**src/rtl/mem_bus_arbiter.sv**
```systemverilog
// mem_bus_arbiter
//   Shares one pulse-protocol memory bus between the fetch port (F) and the
//   mem-stage port (M). Each port has a one-entry pending slot; grants are
//   round-robin, one transaction is in flight at a time, and the response is
//   routed back to the owner. A watchdog ends transactions that never get a
//   bus response and reports the expiry on a sticky error flag.
//
// Ports
//   clk, rst                         clock (posedge) / synchronous active-high reset
//   f_request_enable .. f_wstrb      fetch request pulse and its payload
//   f_response_enable, f_data        fetch response pulse and data
//   m_request_enable .. m_data       same set for the mem stage
//   bus_request_enable .. bus_wstrb  downstream request pulse and payload
//   bus_response_enable, bus_data    downstream response pulse and data
//   grant_id                         owner of the in-flight transaction (0=F, 1=M)
//   busy                             high while a transaction is in flight
//   timeout_error                    sticky watchdog-expiry flag, cleared by rst
//
// Mode encoding: 0 = read, 1 = write.

module mem_bus_arbiter #(
   parameter int unsigned TIMEOUT_CYCLES = 4096,
   parameter logic [31:0] TIMEOUT_DATA   = 32'hDEADBEEF
) (
   input  logic        clk,
   input  logic        rst,
   input  logic        f_request_enable,
   input  logic        f_mode,
   input  logic [31:0] f_addr,
   input  logic [31:0] f_wdata,
   input  logic [3:0]  f_wstrb,
   output logic        f_response_enable,
   output logic [31:0] f_data,
   input  logic        m_request_enable,
   input  logic        m_mode,
   input  logic [31:0] m_addr,
   input  logic [31:0] m_wdata,
   input  logic [3:0]  m_wstrb,
   output logic        m_response_enable,
   output logic [31:0] m_data,
   output logic        bus_request_enable,
   output logic        bus_mode,
   output logic [31:0] bus_addr,
   output logic [31:0] bus_wdata,
   output logic [3:0]  bus_wstrb,
   input  logic        bus_response_enable,
   input  logic [31:0] bus_data,
   output logic        grant_id,
   output logic        busy,
   output logic        timeout_error
);

   typedef struct packed {
      logic        mode;
      logic [31:0] addr;
      logic [31:0] wdata;
      logic [3:0]  wstrb;
   } req_t;

   typedef enum logic {
      S_IDLE,
      S_WAIT
   } state_t;

   localparam bit          WDOG_EN     = (TIMEOUT_CYCLES != 0);
   localparam logic [15:0] TIMEOUT_LIM = 16'(TIMEOUT_CYCLES);

   state_t      state_q, state_d;
   logic        f_pend_q, f_pend_d;
   logic        m_pend_q, m_pend_d;
   req_t        f_slot_q, f_slot_d;
   req_t        m_slot_q, m_slot_d;
   logic        last_grant_q, last_grant_d;
   logic [15:0] cnt_q, cnt_d;
   logic        bus_req_q, bus_req_d;
   req_t        bus_q, bus_d;
   logic        f_resp_q, f_resp_d;
   logic [31:0] f_data_q, f_data_d;
   logic        m_resp_q, m_resp_d;
   logic [31:0] m_data_q, m_data_d;
   logic        tmo_q, tmo_d;

   logic        sel_m;
   logic [15:0] cnt_inc;
   logic        done;
   logic [31:0] done_data;

   always_ff @(posedge clk) begin
      if (rst) begin
         state_q      <= S_IDLE;
         f_pend_q     <= 1'b0;
         m_pend_q     <= 1'b0;
         f_slot_q     <= '0;
         m_slot_q     <= '0;
         last_grant_q <= 1'b0;
         cnt_q        <= '0;
         bus_req_q    <= 1'b0;
         bus_q        <= '0;
         f_resp_q     <= 1'b0;
         f_data_q     <= '0;
         m_resp_q     <= 1'b0;
         m_data_q     <= '0;
         tmo_q        <= 1'b0;
      end else begin
         state_q      <= state_d;
         f_pend_q     <= f_pend_d;
         m_pend_q     <= m_pend_d;
         f_slot_q     <= f_slot_d;
         m_slot_q     <= m_slot_d;
         last_grant_q <= last_grant_d;
         cnt_q        <= cnt_d;
         bus_req_q    <= bus_req_d;
         bus_q        <= bus_d;
         f_resp_q     <= f_resp_d;
         f_data_q     <= f_data_d;
         m_resp_q     <= m_resp_d;
         m_data_q     <= m_data_d;
         tmo_q        <= tmo_d;
      end
   end

   always_comb begin
      state_d      = state_q;
      f_pend_d     = f_pend_q;
      m_pend_d     = m_pend_q;
      f_slot_d     = f_slot_q;
      m_slot_d     = m_slot_q;
      last_grant_d = last_grant_q;
      cnt_d        = cnt_q;
      bus_req_d    = 1'b0;
      bus_d        = bus_q;
      f_resp_d     = 1'b0;
      f_data_d     = f_data_q;
      m_resp_d     = 1'b0;
      m_data_d     = m_data_q;
      tmo_d        = tmo_q;
      sel_m        = 1'b0;
      cnt_inc      = (cnt_q == 16'hFFFF) ? cnt_q : cnt_q + 16'd1;
      done         = 1'b0;
      done_data    = '0;

      // A slot stays pending until its response is pulsed, so a request is
      // accepted exactly when the slot is empty; this also admits a new
      // request in the cycle the previous response pulse is visible.
      if (f_request_enable && !f_pend_q) begin
         f_pend_d = 1'b1;
         f_slot_d = '{mode: f_mode, addr: f_addr, wdata: f_wdata, wstrb: f_wstrb};
      end
      if (m_request_enable && !m_pend_q) begin
         m_pend_d = 1'b1;
         m_slot_d = '{mode: m_mode, addr: m_addr, wdata: m_wdata, wstrb: m_wstrb};
      end

      case (state_q)
         S_IDLE: begin
            if (f_pend_q || m_pend_q) begin
               // M wins when it is alone or when F was granted last.
               sel_m        = m_pend_q && (!f_pend_q || !last_grant_q);
               bus_d        = sel_m ? m_slot_q : f_slot_q;
               bus_req_d    = 1'b1;
               last_grant_d = sel_m;
               cnt_d        = '0;
               state_d      = S_WAIT;
            end
         end
         S_WAIT: begin
            cnt_d = cnt_inc;
            if (bus_response_enable) begin
               done      = 1'b1;
               done_data = bus_data;
            end else if (WDOG_EN && (cnt_inc == TIMEOUT_LIM)) begin
               done      = 1'b1;
               done_data = TIMEOUT_DATA;
               tmo_d     = 1'b1;
            end
            if (done) begin
               if (last_grant_q) begin
                  m_data_d = done_data;
                  m_resp_d = 1'b1;
                  m_pend_d = 1'b0;
               end else begin
                  f_data_d = done_data;
                  f_resp_d = 1'b1;
                  f_pend_d = 1'b0;
               end
               state_d = S_IDLE;
            end
         end
         default: state_d = S_IDLE;
      endcase
   end

   assign f_response_enable  = f_resp_q;
   assign f_data             = f_data_q;
   assign m_response_enable  = m_resp_q;
   assign m_data             = m_data_q;
   assign bus_request_enable = bus_req_q;
   assign bus_mode           = bus_q.mode;
   assign bus_addr           = bus_q.addr;
   assign bus_wdata          = bus_q.wdata;
   assign bus_wstrb          = bus_q.wstrb;
   assign grant_id           = last_grant_q;
   assign busy               = (state_q == S_WAIT);
   assign timeout_error      = tmo_q;

endmodule

```
**config.mk**
```make
export PLATFORM = sky130hd
export DESIGN_NAME = mem_bus_arbiter
export DESIGN_NICKNAME = d
export VERILOG_FILES = /design/src/rtl/mem_bus_arbiter.sv
export SDC_FILE = /design/constraint.sdc
export NUM_CORES = 1
export LEC_CHECK = 0
export ABC_AREA = 1
export CAP_MARGIN = 5
export CORE_ASPECT_RATIO = 0.6
export CORE_MARGIN = 5
export CORE_UTILIZATION = 44
export DETAILED_ROUTE_END_ITERATION = 7
export GPL_ROUTABILITY_DRIVEN = 0
export GPL_TIMING_DRIVEN = 0
export PLACE_DENSITY = 0.8
export RECOVER_POWER = 25
export SETUP_SLACK_MARGIN = 0.15
export SLEW_MARGIN = 20
export SYNTH_ARGS = -nofsm -noshare
export SYNTH_HDL_FRONTEND = slang
export SYNTH_SLANG_ARGS = --single-unit
```
**constraint.sdc**
```tcl
create_clock -name clk -period 3.1 [get_ports clk]
set_input_delay 0.62 -clock clk [delete_from_list [all_inputs] [get_ports clk]]
set_output_delay 0.62 -clock clk [all_outputs]
set_load 0.02 [all_outputs]
```
==> results of run 1 <==
==> flip-flops by register name, summed over array words and instances, names as in the netlist, 4 cells and up <==
register,count
bus_wstrb,4
m_slot_q,69
bus_wdata,32
f_data,32
bus_addr,32
f_slot_q,69
cnt_q,16
m_data,32
==> cells in the mapped netlist <==
cell,instances,area share (%)
dfxtp_1,295,50
buf_2,1,0.042
buf_4,3,0.19
inv_1,104,3.3
a31oi_1,69,3.6
nand4_1,71,3.7
a21oi_2,26,1.9
nor2_1,304,9.6
nor2_2,8,0.42
clkbuf_1,98,3.1
ha_1,1,0.11
xnor2_1,2,0.15
buf_12,2,0.34
xor2_1,2,0.15
nand2_4,4,0.38
inv_2,1,0.032
nand2_2,4,0.21
nand2_1,274,8.7
o21a_1,1,0.063
nor3_1,3,0.13
nor2_4,3,0.29
a21oi_1,38,1.6
or2_2,1,0.053
nand3_1,38,1.6
o21ai_1,1,0.042
clkinv_1,3,0.095
o21ai_0,217,9.2
buf_1,6,0.19
buf_6,9,0.86
==> per-layer routing <==
| metal | up-vias | part of all wire, % | global-route usage [%] |
|---|---|---|---|
| met5 | - | 0 | 0 |
| met4 | 0 | 2.8 | 7.32 |
| met3 | 74 | 8.2 | 5.85 |
| met2 | 539 | 43 | 38.7 |
| met1 | 5753 | 46 | 36.8 |
| li1 | 5898 | - | - |
==> worst register-to-register path, delay by kind of cell (launching register included) <==
kind | cells | cell delay, ns
buffers and inverters | 3 | 0.37
adders and majority gates | 1 | 0.30
and+or+nand+nor | 10 | 1.46
DFF | 1 | 0.44
==> worst max-delay path by stage <==
stage / cells past startpoint / slack [ns] / end / start
2_1_floorplan: 16 / 0.99 / f_data[14]$_SDFFE_PP0P_ / cnt_q[0]$_SDFFE_PP0P_
3_3_place_gp: 7 / 0.11 / m_slot_q[66]$_SDFFE_PP0P_ / m_request_enable
3_5_place_dp: 7 / 0.08 / m_slot_q[59]$_SDFFE_PP0P_ / m_request_enable
4_1_cts: 7 / 0.61 / m_slot_q[58]$_SDFFE_PP0P_ / m_request_enable
5_1_grt: 16 / 0.28 / f_data[17]$_SDFFE_PP0P_ / cnt_q[0]$_SDFFE_PP0P_
6_report: 14 / 0.43 / m_data[29]$_SDFFE_PP0P_ / cnt_q[0]$_SDFFE_PP0P_
==> area by class of cell <==
cell class	instances	area, um^2
Clock inverter	12	150
Sequential cell	295	5910
Antenna cell	4	10.0
Fill cell	2306	10100
Tap cell	360	450
Clock buffer	39	813
Timing Repair Buffer	312	3120
Multi-Input combinational cell	1067	4960
Inverter	108	405
Buffer	119	559
==> cells in the final DEF (no fill, tap or decap), drive strengths merged <==
cell,n
nor2,315
a21oi,64
bufinv,3
xnor2,2
clkinvlp,2
dlygate4sd3,66
ha,1
o21ai,218
diode,4
xor2,2
clkbuf,138
o21a,1
clkdlybuf4s50,246
dfxtp,295
a31oi,69
clkinv,9
inv,106
nor3,3
nand2,282
buf,20
nand4,71
nand3,38
or2,1
==> per-stage QoR <==
stage | util [%] | total power, W | instance area (um^2) | hold slack [ns]
6_report | 61.9 | 0.00955 | 16400 | 0.445
5_1_grt | 61.9 | 0.00992 | 16400 | 0.457
4_1_cts | 61.9 | 0.00960 | 16400 | 0.448
3_5_place_dp | 58.2 | 0.00603 | 15400 | 0.438
3_3_place_gp | 58.2 | 0.00599 | 15400 | 0.433
2_1_floorplan | - | 0.00519 | 11800 | 0.449
==> power groups by stage <==
stage	combinational [W]	sequential, W	clock (W)
after detailed placement	0.00169	0.00434	0
after floorplan	0.000703	0.00449	0
after CTS	0.00170	0.00426	0.00363
after global placement	0.00166	0.00433	0
final	0.00168	0.00427	0.00360
after global routing	0.00183	0.00429	0.00379
==> cells by family (layout without fill, tap and decap cells) <==
group	after synthesis	after routing	synth area share (%)
fa+ha+maj	1	1	0.106
xor+xnor	4	4	0.296
other cells	0	4	0
simple gates	710	710	25.2
flops	295	295	49.9
compound gates	352	352	16.4
buf+inv	227	590	8.14
==> impl_metrics.env, run 1 <==
export IMPL_r2r_setup_slack_ns=0.43
export IMPL_grt_pass1_vias=11500
export IMPL_io_buffers=312
export IMPL_core_mm2=0.0265
export IMPL_overflow=0
export IMPL_synth_warnings=0
export IMPL_rows=46
export IMPL_cts_buffers=28
export IMPL_critPathMaxStageDelay_ns=0.44
export IMPL_die_height_um=137
export IMPL_reg2reg_depth=14
export IMPL_cp_max_fo=10
export IMPL_top_level_ports=314
export IMPL_crit_family="simple AND/OR/NAND/NOR gates"
export IMPL_p_leak_nw=6.47
export IMPL_grt_pass1_wl_um=62800
export IMPL_viasPerCell=5.30
export IMPL_rsz0062_at_grt="no"
export IMPL_cap_violations=0
export IMPL_antenna_left=0
export IMPL_grt_usage_pct=25.6
export IMPL_cts_setup_buffers=0
export IMPL_syn2layout_area_growth_pct=38.3
export IMPL_grt_start_max_net_pins=16
export IMPL_die_x_um=222
export IMPL_critical_path_buf_inv_count=3
export IMPL_hold_buffers=0
export IMPL_slew_viol_final=0
export IMPL_reg2reg_to="m_data[29]$_SDFFE_PP0P_"
export IMPL_antenna_found_initial=5
export IMPL_p_clk_share_pct=37.7
export IMPL_holdCritPathClass="reg -> reg"
export IMPL_post_drt_wl_per_cell_um=17.7
export IMPL_drive_above_1_share_pct=5.38
export IMPL_p_int_w=0.00688
export IMPL_num_vias=12300
export IMPL_setup_violations=0
export IMPL_p_sw_w=0.00267
export IMPL_cts_tree="yes"
export IMPL_cp_required_ns=3.53
export IMPL_root_buffer="clkbuf_16"
export IMPL_synth_seq_cells=295
export IMPL_tns_ns=0
export IMPL_tightest_slew_ns=1.05
export IMPL_stdcell_count=2316
export IMPL_cp_arrival_ns=3.10
export IMPL_vdd_ir_drop_max_mv=0.469
export IMPL_share_comb_of_total_power_pct=17.6
export IMPL_cp_slowest_cell="dfxtp_1"
export IMPL_crit_chain="ha_1 > inv_1 > nor2_1 > nand4_1 > nand3_1 > nor2_1 > nand2_1 > nor2_2 > nand2_2 > nand2_4 > buf_12 > buf_12 > nand4_1 > nand2_1"
export IMPL_slew_headroom_pct=29.9
export IMPL_finalCritPeriodShare_pct=86.1
export IMPL_finClkSkew_ns=0.0110
export IMPL_power_frac_seq_pct=44.7
export IMPL_drcViolationCount=0
export IMPL_cts_clk_slew_worst_paths_ns=0.07
export IMPL_postCtsResizedCells=0
export IMPL_synth_cells=1589
export IMPL_start_util_pct=44.7
export IMPL_status="finished clean"
export IMPL_dieArea_mm2=0.0304
export IMPL_clock_path_buffers=3
export IMPL_sw_frac_of_total_pct=28.0
export IMPL_report_final_hold_viol_count=0
export IMPL_reg2reg_from="cnt_q[0]$_SDFFE_PP0P_"
export IMPL_place_inst=2261
export IMPL_synth_avg_cell_area_um2=7.45
export IMPL_min_period_ns=2.67
export IMPL_clk_latency_ns=0.54
export IMPL_whs_endpoint="m_data[19]$_SDFFE_PP0P_"
export IMPL_syn_cell_area_mm2=0.0118
export IMPL_holdPathStages=2
export IMPL_power_density_mw_per_mm2=583
export IMPL_cts_sinks=295
export IMPL_firstDrtPassIters=5
export IMPL_worst_slack_ns=0.431
export IMPL_syn_num_nets=1765
export IMPL_seq_area_frac_synth_pct=49.9
export IMPL_drtIter0Drc=1233
export IMPL_hpwl_um=31200
export IMPL_hp_start="m_data[19]$_SDFFE_PP0P_"
export IMPL_routed_wl_um=40900
export IMPL_start_kind="flop"
export IMPL_pre_cts_ws_ns=0.0791
export IMPL_h_tree_depth=1
export IMPL_ys_types=29
export IMPL_max_freq_mhz=375
export IMPL_nets=2107
export IMPL_worstSetupPathType="reg -> reg"
export IMPL_end_kind="flop"
Power figures use the tool's default switching activity.
==> run 2: changes to the inputs <==
ABC_AREA = unset   (was 1)
PLACE_DENSITY = 0.79   (was 0.8)
==> run 2 against run 1 <==
Effect of this change:
- final cell count decreased by 7.3%
- largest power group unchanged
- register-to-register slack lost 0.07 ns
- synthesized cell count fell by 11%
- hold slack improved by 0.0088 ns
- synthesized area increased by 2.7%
- flip-flop and latch count unchanged
- total power is 0.97% higher
- sequential power shrank 1%
- clock power rose by 2%
- critical path depth fell by 7
==> impl_metrics.env, run 2 <==
export IMPL_cp_required_ns=3.48
export IMPL_vdd_ir_drop_max_mv=0.513
export IMPL_hold_buffers=0
export IMPL_syn_num_nets=1588
export IMPL_cts_clk_slew_worst_paths_ns=0.07
export IMPL_synth_edf_count=0
export IMPL_cts_setup_buffers=0
export IMPL_synth_area_top_cells="dfxtp_1 49%, nand2_1 9.1%, a21oi_1 6.3%"
export IMPL_antenna_found_initial=5
export IMPL_rsz0062_at_grt="no"
export IMPL_grt_pass1_vias=11500
export IMPL_io_buffers=312
export IMPL_slew_viol_final=0
export IMPL_hpwl_um=31600
export IMPL_clock_path_buffers=3
export IMPL_routed_wl_um=42300
export IMPL_synth_top_area_share_pct=48.5
export IMPL_tightest_slew_ns=1.00
export IMPL_gr_max_usage_layer="met2"
export IMPL_antenna_left=0
export IMPL_setup_violations=0
export IMPL_grtUsageMet3_pct=4.19
export IMPL_power_density_mw_per_mm2=575
export IMPL_syn_cell_area_mm2=0.0122
export IMPL_met2_usage_pct=38.4
export IMPL_final_common_cell="clkdlybuf4s50_1"
export IMPL_cap_violations=0
export IMPL_p_leak_nw=6.00
export IMPL_holdCritPathClass="reg -> reg"
export IMPL_cts_buffers=28
export IMPL_firstDrtPassIters=7
export IMPL_stdcell_count=2148
export IMPL_syn2layout_area_growth_pct=37.8
export IMPL_largest_registers="f_slot_q x69, m_slot_q x69"
export IMPL_yosys_area_top_type="dfxtp_1"
export IMPL_cts_sinks=295
export IMPL_grt_start_max_net_pins=17
export IMPL_tns_ns=0
export IMPL_seq_area_frac_synth_pct=48.5
export IMPL_h_tree_depth=1
export IMPL_core_mm2=0.0274
export IMPL_min_period_ns=2.74
export IMPL_synth_warnings=0
export IMPL_utilization_pct=61.2
export IMPL_report_final_hold_viol_count=0
export IMPL_finalCritPeriodShare_pct=88.3
export IMPL_grt_pass1_wl_um=64800
export IMPL_fillers=2364
export IMPL_start_kind="flop"
export IMPL_slew_headroom_pct=32.7
export IMPL_cp_arrival_ns=3.12
export IMPL_cp_max_fo=6
export IMPL_synth_cells=1412
export IMPL_hp_start="m_slot_q[65]$_SDFFE_PP0P_"
export IMPL_drtIter0Drc=1193
export IMPL_place_inst=2091
export IMPL_pre_cts_ws_ns=0.107
export IMPL_critPathLaunch="cnt_q[0]$_SDFFE_PP0P_"
export IMPL_layout_common_cells="310 x clkdlybuf4s50_1, 295 x dfxtp_1, 294 x nand2_1"
export IMPL_synth_seq_cells=295
export IMPL_root_buffer="clkbuf_16"
export IMPL_reg2reg_from="cnt_q[0]$_SDFFE_PP0P_"
export IMPL_status="finished clean"
export IMPL_overflow=0
export IMPL_synth_ff_type="dfxtp_1"
export IMPL_cts_tree="yes"
export IMPL_num_vias=12000
export IMPL_viasPerCell=5.60
export IMPL_top_level_ports=314
export IMPL_whs_ns=0.454
export IMPL_yosysMostFrequentCell="dfxtp_1"
export IMPL_start_util_pct=44.4
export IMPL_ys_types=49
export IMPL_synth_common_cells="295 x dfxtp_1, 294 x nand2_1, 152 x a21oi_1, 136 x nor2_1, 98 x clkbuf_1"
export IMPL_nets=1930
export IMPL_synth_avg_cell_area_um2=8.62
export IMPL_drive_above_1_share_pct=6.48
export IMPL_gr_usage_met1_pct=38.4
export IMPL_max_freq_mhz=365
export IMPL_drcViolationCount=0
export IMPL_dieArea_mm2=0.0312
export IMPL_worst_slack_ns=0.362
export IMPL_finClkSkew_ns=0.0163
export IMPL_die_height_um=139
export IMPL_die_x_um=225
export IMPL_end_kind="flop"
export IMPL_rows=47
export IMPL_post_drt_wl_per_cell_um=19.7
export IMPL_worstSetupPathType="reg -> reg"
export IMPL_async_flop_share_pct=0
export IMPL_clk_latency_ns=0.55
export IMPL_grt_usage_pct=25.6
## run 2: cell count changes after synthesis, sizes merged, moves of 35 or more
cell / before / now
o21ai: 218 / 12
nor2: 315 / 136
a211oi: 0 / 123
inv: 105 / 3
a21oi: 64 / 152
mux2i: 0 / 70
nand4: 71 / 5
a31oi: 69 / 9
nor3b: 0 / 48
o22ai: 0 / 48
nand3: 38 / 3
## run 2: worst paths after layout
kind,end,slack [ns],cells after the start
setup / recovery,busy$_SDFF_PP0_,0.36,7
hold / removal,m_slot_q[65]$_SDFFE_PP0P_,0.45,2
setup reg to reg,busy$_SDFF_PP0_,0.36,7
hold reg to reg,m_slot_q[65]$_SDFFE_PP0P_,0.45,2
## run 2: kinds of logic (layout without fill, tap and decap cells)
logic type                 Yosys count  count (layout)  share of synthesized area, %
adders and majority gates            1               1                         0.103
AOI/OAI and AO/OA                  383             383                          21.9
DFF                                295             295                          48.5
and+or+nand+nor                    525             525                          18.9
xor gates and xnor gates             3               3                         0.216
buffers and inverters              135             499                          4.65
muxes                               70              70                          5.76
other                                0               5                             0
## run 2: metal layers
| metal | up-vias | routed length, um | share of wire [%] |
|---|---|---|---|
| li1 | 5651 | - | - |
| met1 | 5816 | 19800 | 47 |
| met2 | 501 | 18400 | 44 |
| met3 | 62 | 3200 | 7.6 |
| met4 | 0 | 916 | 2.2 |
| met5 | - | 0 | 0 |
## run 2: timing repair
item | CTS | global route
setup endpoints to repair | 1 | 58
pin swaps | 0 | 1
gates resized for setup | 1 | 1
## run 2: layout make-up
| cell class | instances | area [um^2] | share of cell area, % |
|---|---|---|---|
| clock buffer | 34 | 795 | 4.74 |
| multi-input combinational | 982 | 5710 | 34.1 |
| timing repair buffer | 312 | 3120 | 18.6 |
| antenna | 5 | 12.5 | 0.0746 |
| sequential | 295 | 5910 | 35.2 |
| tap | 367 | 459 | 2.74 |
| inverter | 3 | 11.3 | 0.0672 |
| buffer | 132 | 553 | 3.30 |
| clock inverter | 18 | 194 | 1.16 |
## run 2: through the flow
| stage | area, um^2 | total power [W] |
|---|---|---|
| finish | 16800 | 0.00964 |
| global route | 16800 | 0.00998 |
| CTS | 16700 | 0.00965 |
| detailed placement | 15700 | 0.00601 |
| global placement | 15700 | 0.00597 |
| floorplan | 12200 | 0.00517 |
## run 2: report_power, final
group	leakage, nW	total [W]	switching (W)	internal [W]
registers	2.42	0.00421	0.000161	0.00405
clock network	0.482	0.00368	0.00159	0.00209
logic	3.10	0.00175	0.000985	0.000761
## run 2: worst max-delay path, stage by stage, from the launching register on
cell and delay [ns]:
dfxtp_1 0.45, ha_1 0.28, nand3_1 0.29, nor4_4 0.33
xnor2_1 0.19, or4b_4 0.51, o41ai_4 0.37, a211oi_1 0.15
==> run 3: changes to the inputs <==
CTS_CLUSTER_DIAMETER = 120   (was unset)
clock period = 2.6 ns   (was 3.1 ns; I/O delays follow)
==> run 3 against run 2 <==
Effect of this change:
- flip-flop and latch count is the same
- register-to-register slack lost 0.26 ns
- sequential share of layout area shrank 0.57 points
- worst setup slack lost 0.26 ns
- sequential power grew 19%
- non-clock buffer count grew 17
- count of clock-buffer cells in the layout is the same
- combinational power grew 20%
- highest routed layer unchanged
==> impl_metrics.env, run 3 (same netlist as run 2, synthesis figures left out) <==
export IMPL_cp_max_fo=10
export IMPL_post_drt_wl_per_cell_um=19.8
export IMPL_start_util_pct=44.4
export IMPL_final_common_cell="clkdlybuf4s50_1"
export IMPL_tns_ns=0
export IMPL_cp_arrival_ns=2.93
export IMPL_nets=1947
export IMPL_finalInstanceArea_mm2=0.0171
export IMPL_worst_path_most_repeated_cell="buf_6"
export IMPL_grt_start_max_net_pins=17
export IMPL_clock_path_buffers=3
export IMPL_syn2layout_area_growth_pct=40.4
export IMPL_critPathMaxStageDelay_ns=0.33
export IMPL_power_density_mw_per_mm2=673
export IMPL_layout_common_cells="310 x clkdlybuf4s50_1, 294 x nand2_1, 287 x dfxtp_1"
export IMPL_setup_violations=0
export IMPL_cp_required_ns=3.03
export IMPL_antenna_left=0
export IMPL_placed_area_mm2=0.0157
export IMPL_grt_pass1_wl_um=65200
export IMPL_hpwl_um=31600
export IMPL_fin_total_pwr_w=0.0115
export IMPL_crit_family="buffers and inverters"
export IMPL_cp_slowest_cell="dfxtp_1"
export IMPL_cap_violations=0
export IMPL_report_final_hold_viol_count=0
export IMPL_slew_viol_final=0
export IMPL_drcViolationCount=0
export IMPL_power_frac_seq_pct=43.7
export IMPL_end_kind="flop"
export IMPL_worstSetupPathType="reg -> reg"
export IMPL_routed_wl_um=42900
export IMPL_grt_usage_pct=25.7
export IMPL_dieArea_mm2=0.0312
export IMPL_crit_chain="buf_6 > nand4_1 > buf_4 > nor3_2 > o2111a_1 > o22a_1 > nand4b_1 > buf_6 > buf_8 > a211o_1"
export IMPL_num_vias=12100
export IMPL_start_kind="flop"
export IMPL_tightest_slew_ns=1.04
export IMPL_root_buffer="clkbuf_16"
export IMPL_min_period_ns=2.50
export IMPL_sw_frac_of_total_pct=28.3
export IMPL_top_level_ports=314
export IMPL_p_leak_nw=6.12
export IMPL_rows=47
export IMPL_viasPerCell=5.60
export IMPL_die_height_um=139
export IMPL_drtIter0Drc=1101
export IMPL_critical_path_buf_inv_count=4
export IMPL_antenna_found_initial=5
export IMPL_overflow=0
export IMPL_h_tree_depth=1
export IMPL_cts_sinks=295
export IMPL_slew_headroom_pct=30.4
export IMPL_finalCritPeriodShare_pct=96.1
export IMPL_clk_latency_ns=0.56
export IMPL_max_freq_mhz=400
export IMPL_vdd_ir_drop_max_mv=0.626
export IMPL_rsz0062_at_grt="yes"
export IMPL_cts_clk_slew_worst_paths_ns=0.07
export IMPL_p_sw_w=0.00325
export IMPL_largest_registers="f_slot_q x69, m_slot_q x69"
export IMPL_finClkSkew_ns=0.0197
export IMPL_cts_tree="yes"
export IMPL_share_comb_of_total_power_pct=18.2
export IMPL_grt_pass1_vias=11500
export IMPL_status="finished clean"
export IMPL_p_clk_share_pct=38.1
export IMPL_die_x_um=225
export IMPL_firstDrtPassIters=5
export IMPL_core_mm2=0.0274
export IMPL_io_buffers=312
export IMPL_p_int_w=0.00824
export IMPL_cts_buffers=28
export IMPL_holdCritPathClass="reg -> reg"
export IMPL_drive_above_1_share_pct=8.98
export IMPL_hold_buffers=0
==> run 3: final timing paths <==
check / end / start / cells past startpoint / slack, ns
setup reg to reg: m_data[29]$_SDFFE_PP0P_ / cnt_q[3]$_SDFFE_PP0P_ / 10 / 0.10
hold reg to reg: m_slot_q[65]$_SDFFE_PP0P_ / m_slot_q[65]$_SDFFE_PP0P_ / 2 / 0.45
setup / recovery: m_data[29]$_SDFFE_PP0P_ / cnt_q[3]$_SDFFE_PP0P_ / 10 / 0.10
hold / removal: m_slot_q[65]$_SDFFE_PP0P_ / m_slot_q[65]$_SDFFE_PP0P_ / 2 / 0.45
==> run 3: final cells by class <==
| class | instances | area (um^2) |
|---|---|---|
| well taps | 367 | 459 |
| multi-input cells | 982 | 5820 |
| fillers | 2345 | 10300 |
| diodes | 5 | 12.5 |
| repair buffers | 329 | 3250 |
| clock inverters | 18 | 194 |
| inverters | 3 | 11.3 |
| plain buffers | 132 | 617 |
| flip-flops and latches | 295 | 5920 |
| clock buffers | 34 | 795 |
==> run 3: worst register-to-register path, delay by kind of cell, from the launching register on <==
family,cells,cell delay [ns]
AOI/OAI and AO/OA,3,0.64
buffers and inverters,4,0.75
DFF,1,0.33
and+or+nand+nor,3,0.65
==> run 3: stage by stage <==
step           utilization [%]  setup slack, ns  hold WS (ns)  instances
6_report                  62.3            0.102         0.454       2165
5_1_grt                   62.3           0.0789         0.470       2165
4_1_cts                   61.6            0.148         0.456       2147
3_5_place_dp              57.5           -0.323         0.447       2091
3_3_place_gp              57.5           -0.331         0.441       2091
2_1_floorplan                -            0.214         0.436       1412
==> run 3: layer usage <==
metal	part of all wire [%]	up-vias	global-route usage [%]
li1	-	5684	-
met1	46	5828	38.5
met2	44	539	38.9
met5	0	-	0
met4	2.3	0	6.37
met3	7.9	70	4.19
==> run 3: what timing repair did <==
item                                    4_1_cts  5_1_grt
cloned                                        0        1
resized for setup                            24       42
pin swaps                                     3       14
endpoints found under the setup margin       70       77
buffers inserted                              4       12
==> run 3: power groups by stage <==
stage	Sequential (W)	Combinational [W]	Clock, W
after CTS	0.00502	0.00207	0.00442
after floorplan	0.00529	0.000876	0
final	0.00502	0.00210	0.00438
after global placement	0.00510	0.00202	0
after detailed placement	0.00512	0.00205	0
after global routing	0.00505	0.00225	0.00462
